[config.mk]
export PLATFORM = sky130hd
export DESIGN_NAME = insn_prefetch_buffer
export DESIGN_NICKNAME = d
export VERILOG_FILES = /design/src/rtl/insn_prefetch_buffer_pkg.sv /design/src/rtl/insn_fifo.sv /design/src/rtl/insn_prefetch_buffer.sv
export SDC_FILE = /design/constraint.sdc
export NUM_CORES = 1
export LEC_CHECK = 0
export BUFFER_PORTS_ARGS = -buffer_cell sky130_fd_sc_hd__buf_2
export CORE_ASPECT_RATIO = 1.2
export CORE_UTILIZATION = 58
export DETAILED_ROUTE_END_ITERATION = 8
export GPL_TIMING_DRIVEN = 0
export PLACE_DENSITY_LB_ADDON = 0.25
export SLEW_MARGIN = 40
export SYNTH_ARGS = -nofsm -noshare
export SYNTH_HDL_FRONTEND = slang
export SYNTH_HIERARCHICAL = 1
export SYNTH_SLANG_ARGS = --single-unit
export TNS_END_PERCENT = 5
[constraint.sdc]
create_clock -name clk -period 3.7 [get_ports clk]
set_input_delay 0.74 -clock clk [delete_from_list [all_inputs] [get_ports clk]]
set_output_delay 0.74 -clock clk [all_outputs]
set_load 0.02 [all_outputs]
[src/rtl/insn_prefetch_buffer_pkg.sv]
// Shared definitions for the instruction prefetch buffer: default depth and FSM states.
package insn_prefetch_buffer_pkg;

  localparam int PF_DEPTH = 4;

  typedef enum logic {
    PF_IDLE = 1'b0,
    PF_REQ  = 1'b1
  } pf_state_e;

endpackage

[src/rtl/insn_fifo.sv]
// Small circular instruction queue with flush and a combinational head word (zero when empty).
module insn_fifo #(
  parameter int DEPTH = 4,
  parameter int DW    = 16
) (
  input  logic                    clk,
  input  logic                    rst,
  input  logic                    push,
  input  logic                    pop,
  input  logic                    flush,
  input  logic [DW-1:0]           wdata,
  output logic [DW-1:0]           head,
  output logic [$clog2(DEPTH):0]  count
);

  localparam int PW = $clog2(DEPTH);
  localparam int CW = PW + 1;

  logic [DW-1:0] mem [DEPTH];
  logic [PW-1:0] rd_ptr;
  logic [PW-1:0] wr_ptr;
  logic [CW-1:0] count_q;

  always_ff @(posedge clk) begin
    if (rst || flush) begin
      rd_ptr  <= '0;
      wr_ptr  <= '0;
      count_q <= '0;
    end else begin
      if (push) wr_ptr <= wr_ptr + PW'(1);
      if (pop)  rd_ptr <= rd_ptr + PW'(1);
      count_q <= count_q + CW'(push) - CW'(pop);
    end
  end

  // Storage needs no reset; the head is masked to zero whenever the queue is empty.
  always_ff @(posedge clk) begin
    if (push && !flush && !rst) mem[wr_ptr] <= wdata;
  end

  assign head  = (count_q != '0) ? mem[rd_ptr] : '0;
  assign count = count_q;

endmodule

[src/rtl/insn_prefetch_buffer.sv]
// Prefetch queue between the SPI word fetcher and CPU decode; flushes on any non-sequential PC.
module insn_prefetch_buffer
  import insn_prefetch_buffer_pkg::*;
#(
  parameter int DEPTH = PF_DEPTH,
  parameter int AW    = 16,
  parameter int DW    = 16
) (
  input  logic          clk,
  input  logic          rst,
  input  logic [AW-1:0] cpu_addr,
  input  logic          cpu_take,
  output logic [DW-1:0] cpu_insn,
  output logic          cpu_ready,
  output logic          mem_req,
  output logic [AW-1:0] mem_addr,
  input  logic          mem_ack,
  input  logic [DW-1:0] mem_data
);

  localparam int CW = $clog2(DEPTH) + 1;

  pf_state_e     state;
  logic [AW-1:0] head_addr;
  logic [AW-1:0] fetch_addr;
  logic          discard;
  logic [CW-1:0] count;
  logic [CW-1:0] count_after;
  logic          miss;
  logic          pop;
  logic          push;

  assign miss        = (cpu_addr != head_addr);
  assign cpu_ready   = (count != '0) && !miss;
  assign pop         = cpu_take && cpu_ready;
  assign push        = (state == PF_REQ) && mem_ack && !discard && !miss;
  assign count_after = count - CW'(pop);

  insn_fifo #(
    .DEPTH (DEPTH),
    .DW    (DW)
  ) u_fifo (
    .clk   (clk),
    .rst   (rst),
    .push  (push),
    .pop   (pop),
    .flush (miss),
    .wdata (mem_data),
    .head  (cpu_insn),
    .count (count)
  );

  // A miss retargets both address registers; a word already in flight for the
  // old stream is marked for discard so it never lands in the new stream.
  always_ff @(posedge clk) begin
    if (rst) begin
      state      <= PF_IDLE;
      head_addr  <= '0;
      fetch_addr <= '0;
      discard    <= 1'b0;
      mem_req    <= 1'b0;
      mem_addr   <= '0;
    end else begin
      if (miss) begin
        head_addr  <= cpu_addr;
        fetch_addr <= cpu_addr;
      end else begin
        if (pop)  head_addr  <= head_addr + AW'(1);
        if (push) fetch_addr <= fetch_addr + AW'(1);
      end

      case (state)
        PF_IDLE: begin
          if (miss) begin
            state    <= PF_REQ;
            mem_req  <= 1'b1;
            mem_addr <= cpu_addr;
          end else if (count_after < CW'(DEPTH)) begin
            state    <= PF_REQ;
            mem_req  <= 1'b1;
            mem_addr <= fetch_addr;
          end
        end
        PF_REQ: begin
          if (mem_ack) begin
            state   <= PF_IDLE;
            mem_req <= 1'b0;
            discard <= miss;
          end else if (miss) begin
            discard <= 1'b1;
          end
        end
        default: state <= PF_IDLE;
      endcase
    end
  end

endmodule
# After elaboration in Yosys (flattened, before gate mapping)
# Memory sizes are Yosys's and may differ from the RTL's. A register that Yosys moved wholly into a read port is not among the register bits.
# Cells that the tools add are included.
[word_totals] elab_cells=62 ramBits=64 input_bits=36 romBits=0 reg_bits=58 latchBits=0 mem_count=1
[op_classes] order_cmp=1 bitwise=1 n_addsub=7 eq_ne=3 div_mod_pow=0 shift=0 multipliers=0 n_mux=21 n_reduce_logical=19
[memory_table] name="u_fifo.mem" depth=4 word_bits=16 rd=1 rd_ports_with_merged_regs=1 write_ports=1 line_no="insn_fifo.sv:19" rtl="logic [DW-1:0] mem [DEPTH];"
[ops] op="$mux W16" n=7
[ops] op="$add A16 B1 Y16 const B" n=2
[ops] op="$ne A16 B16 Y1" n=1
[ops] op="$mux W1" n=10
[ops] op="$reduce_bool A2 Y1" n=4
[ops] op="$logic_and A1 B1 Y1" n=7
[ops] op="$reduce_and A2 Y1" n=3
[ops] op="$sub A3 B1 Y3" n=2
[ops] op="$add A2 B1 Y2 const B" n=2
[ops] op="$mux W2" n=2
[ops] op="$pmux W1 S2" n=2
[ops] op="$add A3 B1 Y3" n=1
[ops] op="$logic_not A1 Y1" n=3
[ops] op="$lt A3 B3 Y1 const B" n=1
[ops] op="$ne A3 B2 Y1 const B" n=1
[ops] op="$reduce_bool A3 Y1" n=1
[ops] op="$ne A2 B2 Y1 const B" n=1
[ops] op="$logic_or A1 B1 Y1" n=1
[ops] op="$not A1 Y1" n=1

# Logic depth before layout (Yosys ltp)
[logic_depth] word_depth=9 ltp_mapped=14

# Cells and area by module
# The synthesis kept the hierarchy.
[by_module_without_submodules] module="insn_fifo" area_per_inst_um2=2897.8 seq_area_each_um2=2102.0 cells_each=145 n_inst=1
[by_module_without_submodules] module="insn_prefetch_buffer" area_per_inst_um2=2788.9 seq_area_each_um2=1021.0 cells_each=303 n_inst=1

# Worst setup path before layout
# Ideal clock, no wire load.
[synth_path] path_kind="input to register" startpoint="input cpu_addr[5]" endpoint="register u_fifo.count_q[2], in the netlist u_fifo/count[2]" setup_time_ns=0.121 setup_slack_ns=0.620 path_buffers=1 arrival_ns=2.960 required_time_ns=3.579 path_stages=13 cell_sequence="xor2_1 nor4_1 and4_1 buf_4 inv_1 nor2_1 inv_1 ha_1 inv_1 ha_1 fa_1 xor3_1 nor2_1"
[synth_between] elab_chain_len=5
[synth_rtl] element="from (decl)" line_no="insn_prefetch_buffer.sv:11" rtl="input logic [AW-1:0] cpu_addr,"
[synth_rtl] element="$ne A16 B16 Y1" line_no="insn_prefetch_buffer.sv:33" rtl="assign miss = (cpu_addr != head_addr);"
[synth_rtl] element="named net miss" line_no="insn_prefetch_buffer.sv:29" rtl="logic miss;"
[synth_rtl] element="$logic_not A1 Y1" line_no="insn_prefetch_buffer.sv:36" rtl="assign push = (state == PF_REQ) && mem_ack && !discard && !miss;"
[synth_rtl] element="$logic_and A1 B1 Y1" line_no="insn_prefetch_buffer.sv:36"
[synth_rtl] element="named net push" line_no="insn_prefetch_buffer.sv:31" rtl="logic push;"
[synth_rtl] element="$add A3 B1 Y3" line_no="insn_fifo.sv:32" rtl="count_q <= count_q + CW'(push) - CW'(pop);"
[synth_rtl] element="$sub A3 B1 Y3" line_no="insn_fifo.sv:32"
[synth_rtl] element="to (signal assigned)" line_no="insn_fifo.sv:32"
[synth_rtl] element="to (decl)" line_no="insn_fifo.sv:22" rtl="logic [CW-1:0] count_q;"
# The timed path passes the listed nets, and every way through them passes these cells.
# A chain may end at the register's enable or synchronous reset.

# Final worst setup path
[layout_path] startpoint="input cpu_addr[0]" endpoint="register u_fifo.count_q[2], in the netlist u_fifo/count[2]"
# Same word-level chain as after synthesis.

==> results by group <==
Setup path
  • Worst setup path category: in -> reg
  • Crit path required time: 4.00 ns
  • Worst stage delay on the critical path: 0.42 ns
  • Crit-path most repeated cell: inv_1
  • Crit path cell chain: buf_2 -> xor2_1 -> nor4_1 -> and4_1 -> buf_4 -> inv_1 -> nor2_1 -> inv_1 -> ha_1 -> inv_1 -> ha_1 -> fa_1 -> xor3_1 -> nor2_1
  • Crit path DAT: 3.52 ns
  • Slowest cell on the critical path: nor2_1
  • Crit path launch type: primary input
  • Max FO, Critical Path: 10
  • CP Launch Point: cpu_addr[0]
  • R2R Path Start: head_addr[2]
  • Crit path capture type: flop

Floorplanning
  • Core area: 9520 µm²
  • I/O Pins: 70
  • Chip width: 92.4 µm
  • Die height: 110 µm
  • Cell Rows: 39
  • Die Area: 10200 µm²
  • Initial Utilization: 59.8%

Synth
  • Synth Flop Type: edfxtp_1
  • Seq/Total Area, Yosys: 54.9%
  • #FFs+latches synth: 124
  • Post-Syn Instances: 448
  • Area of the mapped netlist: 5690 µm²
  • Distinct cells, synth: 47
  • Post-Synth Simple-Gate Area: 11.2%
  • Main combinational cell family by area after synthesis: simple AND/OR/NAND/NOR gates
  • Post-synthesis xor/xnor area fraction: 7.50%
  • Multiplexer share of the synthesized area: 9.90%
  • Yosys warnings: 6
  • Syn Area/Cell: 12.7 µm²
  • Number of synthesized flops with an enable pin: 64
  • Post-synthesis async set-or-reset flop share: 0%
  • Synth Area in Adders: 2.11%
  • Synthesized net count: 493
  • Post-synthesis compound-gate area fraction: 10.7%

STA
  • Period minus WS final: 3.22 ns
  • Clock skew: 0.0149 ns
  • Final hold vios: 0
  • Worst-Margin Slew: 0.835 ns
  • Fin Setup TNS: 0 ns
  • Slew headroom: 44.3%
  • Count of pins over their slew limit: 0
  • Setup-failing EPs final: 0
  • Tcrit/Tclk final: 86.9%
  • RSZ-0062 raised after global routing: false
  • Final WS setup: 0.485 ns
  • Max Clock Freq: 311 MHz

Clocking
  • CTS tree: built
  • Sink Count: 124
  • TritonCTS Buffers: 17
  • Post-CTS Hold Fix Bufs: 0
  • Reg clk slew, reported paths: 0.06 ns
  • Post-CTS Setup Inserts: 0
  • Htree depth: 4
  • Clock buffer depth: 2
  • CTS root buffer: clkbuf_16
  • Post-CTS Resized: 0
  • Clock latency on the worst-skew pair: 0.42 ns

Power
  • PD cells: 503 nW/µm²
  • Clock power share: 50.4%
  • Net Switching: 727 µW
  • Static Leak: 0.00269 µW
  • Int Pwr: 2700 µW
  • Switching Share: 21.2%
  • Comb pwr share: 5.5%
  • Seq pwr share: 44.1%
  • Max VDD drop: 0.306 mV

GRT
  • Antenna violations before repair: 0
  • First-pass GRT wire length: 20.2 mm
  • Number of global-route vias before repair: 4110
  • Largest net degree at the start of global routing: 17
  • Grt ovf: 0
  • GRT Total Usage: 26.9%

Detailed routing
  • DRT Pass-1 Iters: 4
  • Post-Route WL: 12.8 mm
  • Wirelength per Cell: 19.0 µm
  • Final ANT Viol Nets: 0
  • DRC errors left: 0
  • Initial DRC Count: 187
  • Via count: 3930
  • Vias/cell: 5.85

Finish
  • Syn-to-layout area delta: 19.7%
  • N_diodes: 0
  • Final net count: 581
  • Layout cells sized above 1: 24.2%

Hold path
  • Hold Path Origin: mem_req
  • Hold crit path type: reg -> reg

Placement
  • Final HPWL DP: 8.75 mm
  • GP Congestion: 0.911
  • I/O Buffers: 69
  • Pre-CTS setup slack: 0.104 ns

Flow run
  • Max_cap viols: 0

Run status
  • Status: completed
## kinds of logic (layout without fill, tap and decap cells)
logic type / after synthesis / count (layout)
AOI/OAI and AO/OA: 91 / 91
xor gates and xnor gates: 47 / 47
adders and majority gates: 9 / 9
buffers and inverters: 35 / 136
DFF: 124 / 124
muxes: 34 / 34
and+or+nand+nor: 108 / 108
## power by group through the flow
stage	clock network, µW	logic (µW)	registers [µW]
finish	1730	189	1510
global route	1810	206	1510
CTS	1740	189	1510
detailed placement	0	186	1540
global placement	0	180	1530
floorplan	0	99.3	1550
## placed cells by master, fill, tap and decap left out, types with 10 or more instances in the layout
cell type,n
clkbuf_16,17
dfxtp_1,60
clkbuf_1,10
nand2_1,16
and2_1,34
a21oi_1,32
buf_2,77
mux2i_1,18
xor2_1,39
mux4_2,10
edfxtp_1,64
a211oi_1,32
nor2_1,13
o21bai_1,16
## metal layers
layer	share of wire (%)	GRT usage, %	vias to the layer above	routed length, µm
li1	-	-	1850	-
met3	5.6	7.78	29	719
met5	0	0	-	0
met2	55	48.7	134	6970
met1	37	28.3	1917	4760
met4	2.6	12.1	0	330
## critical path: cells and delay by family
kind | cells | cell delay (ns)
and+or+nand+nor | 4 | 0.95
adders and majority gates | 3 | 0.89
buffers and inverters | 5 | 0.58
xor gates and xnor gates | 2 | 0.36
## worst paths after layout
path                endpoint  slack, ns  depth (start not counted)
min                  mem_req       0.46                          2
min reg2reg          mem_req       0.46                          2
max reg2reg  u_fifo/count[2]       0.54                         14
max          u_fifo/count[2]       0.48                         14
## sequential cells by signal (all words and copies together), names as in the netlist, named ones only
signal and count:
state 1, u_fifo/rd_ptr 2, u_fifo/mem 64, head_addr 16, u_fifo/count 3, mem_req 1
mem_addr 16, discard 1, fetch_addr 16, u_fifo/wr_ptr 2
## cell usage after synthesis, types with 2 or more instances
library cell   n  area share [%]
mux4_1         6             2.8
and3_1         7            0.77
xor2_1        39             6.0
nor4_4         2            0.75
o21bai_1      16             2.1
mux2i_1       18             3.2
clkbuf_1       7            0.46
mux4_2        10             4.0
buf_6          5            0.99
a21oi_1       32             2.8
ha_1           8             1.8
inv_1          9            0.59
or3_1          3            0.33
a211oi_1      32             4.2
and2_1        34             3.7
edfxtp_1      64              34
buf_4          3            0.40
nor4_1         4            0.44
nand3_1        9            0.79
nor2_1        13            0.86
and4_1         5            0.77
buf_2          8            0.70
nand4_1        6            0.66
nor3_1         4            0.35
xnor2_1        7             1.1
a31oi_1        2            0.22
dfxtp_1       60              21
nand2_1       16             1.1
## final cells by class
| cell class | instances | area [µm²] |
|---|---|---|
| sequential | 124 | 3120 |
| fill | 660 | 2710 |
| multi-input combinational | 289 | 2360 |
| clock buffer | 21 | 450 |
| timing repair buffer | 69 | 345 |
| clock inverter | 11 | 169 |
| buffer | 25 | 169 |
| tap | 123 | 154 |
| inverter | 10 | 37.5 |
## through the flow
stage,total power [µW],instance area (µm²),cells,hold WS (ns),util (%)
2_1_floorplan,1640,5690,448,0.470,-
4_1_cts,3440,6810,672,0.459,71.5
3_3_place_gp,1710,6190,640,0.452,65.0
6_report,3430,6810,672,0.456,71.5
5_1_grt,3530,6810,672,0.483,71.5
3_5_place_dp,1720,6190,640,0.445,65.0
No activity file was read; power rests on OpenSTA's default activity.
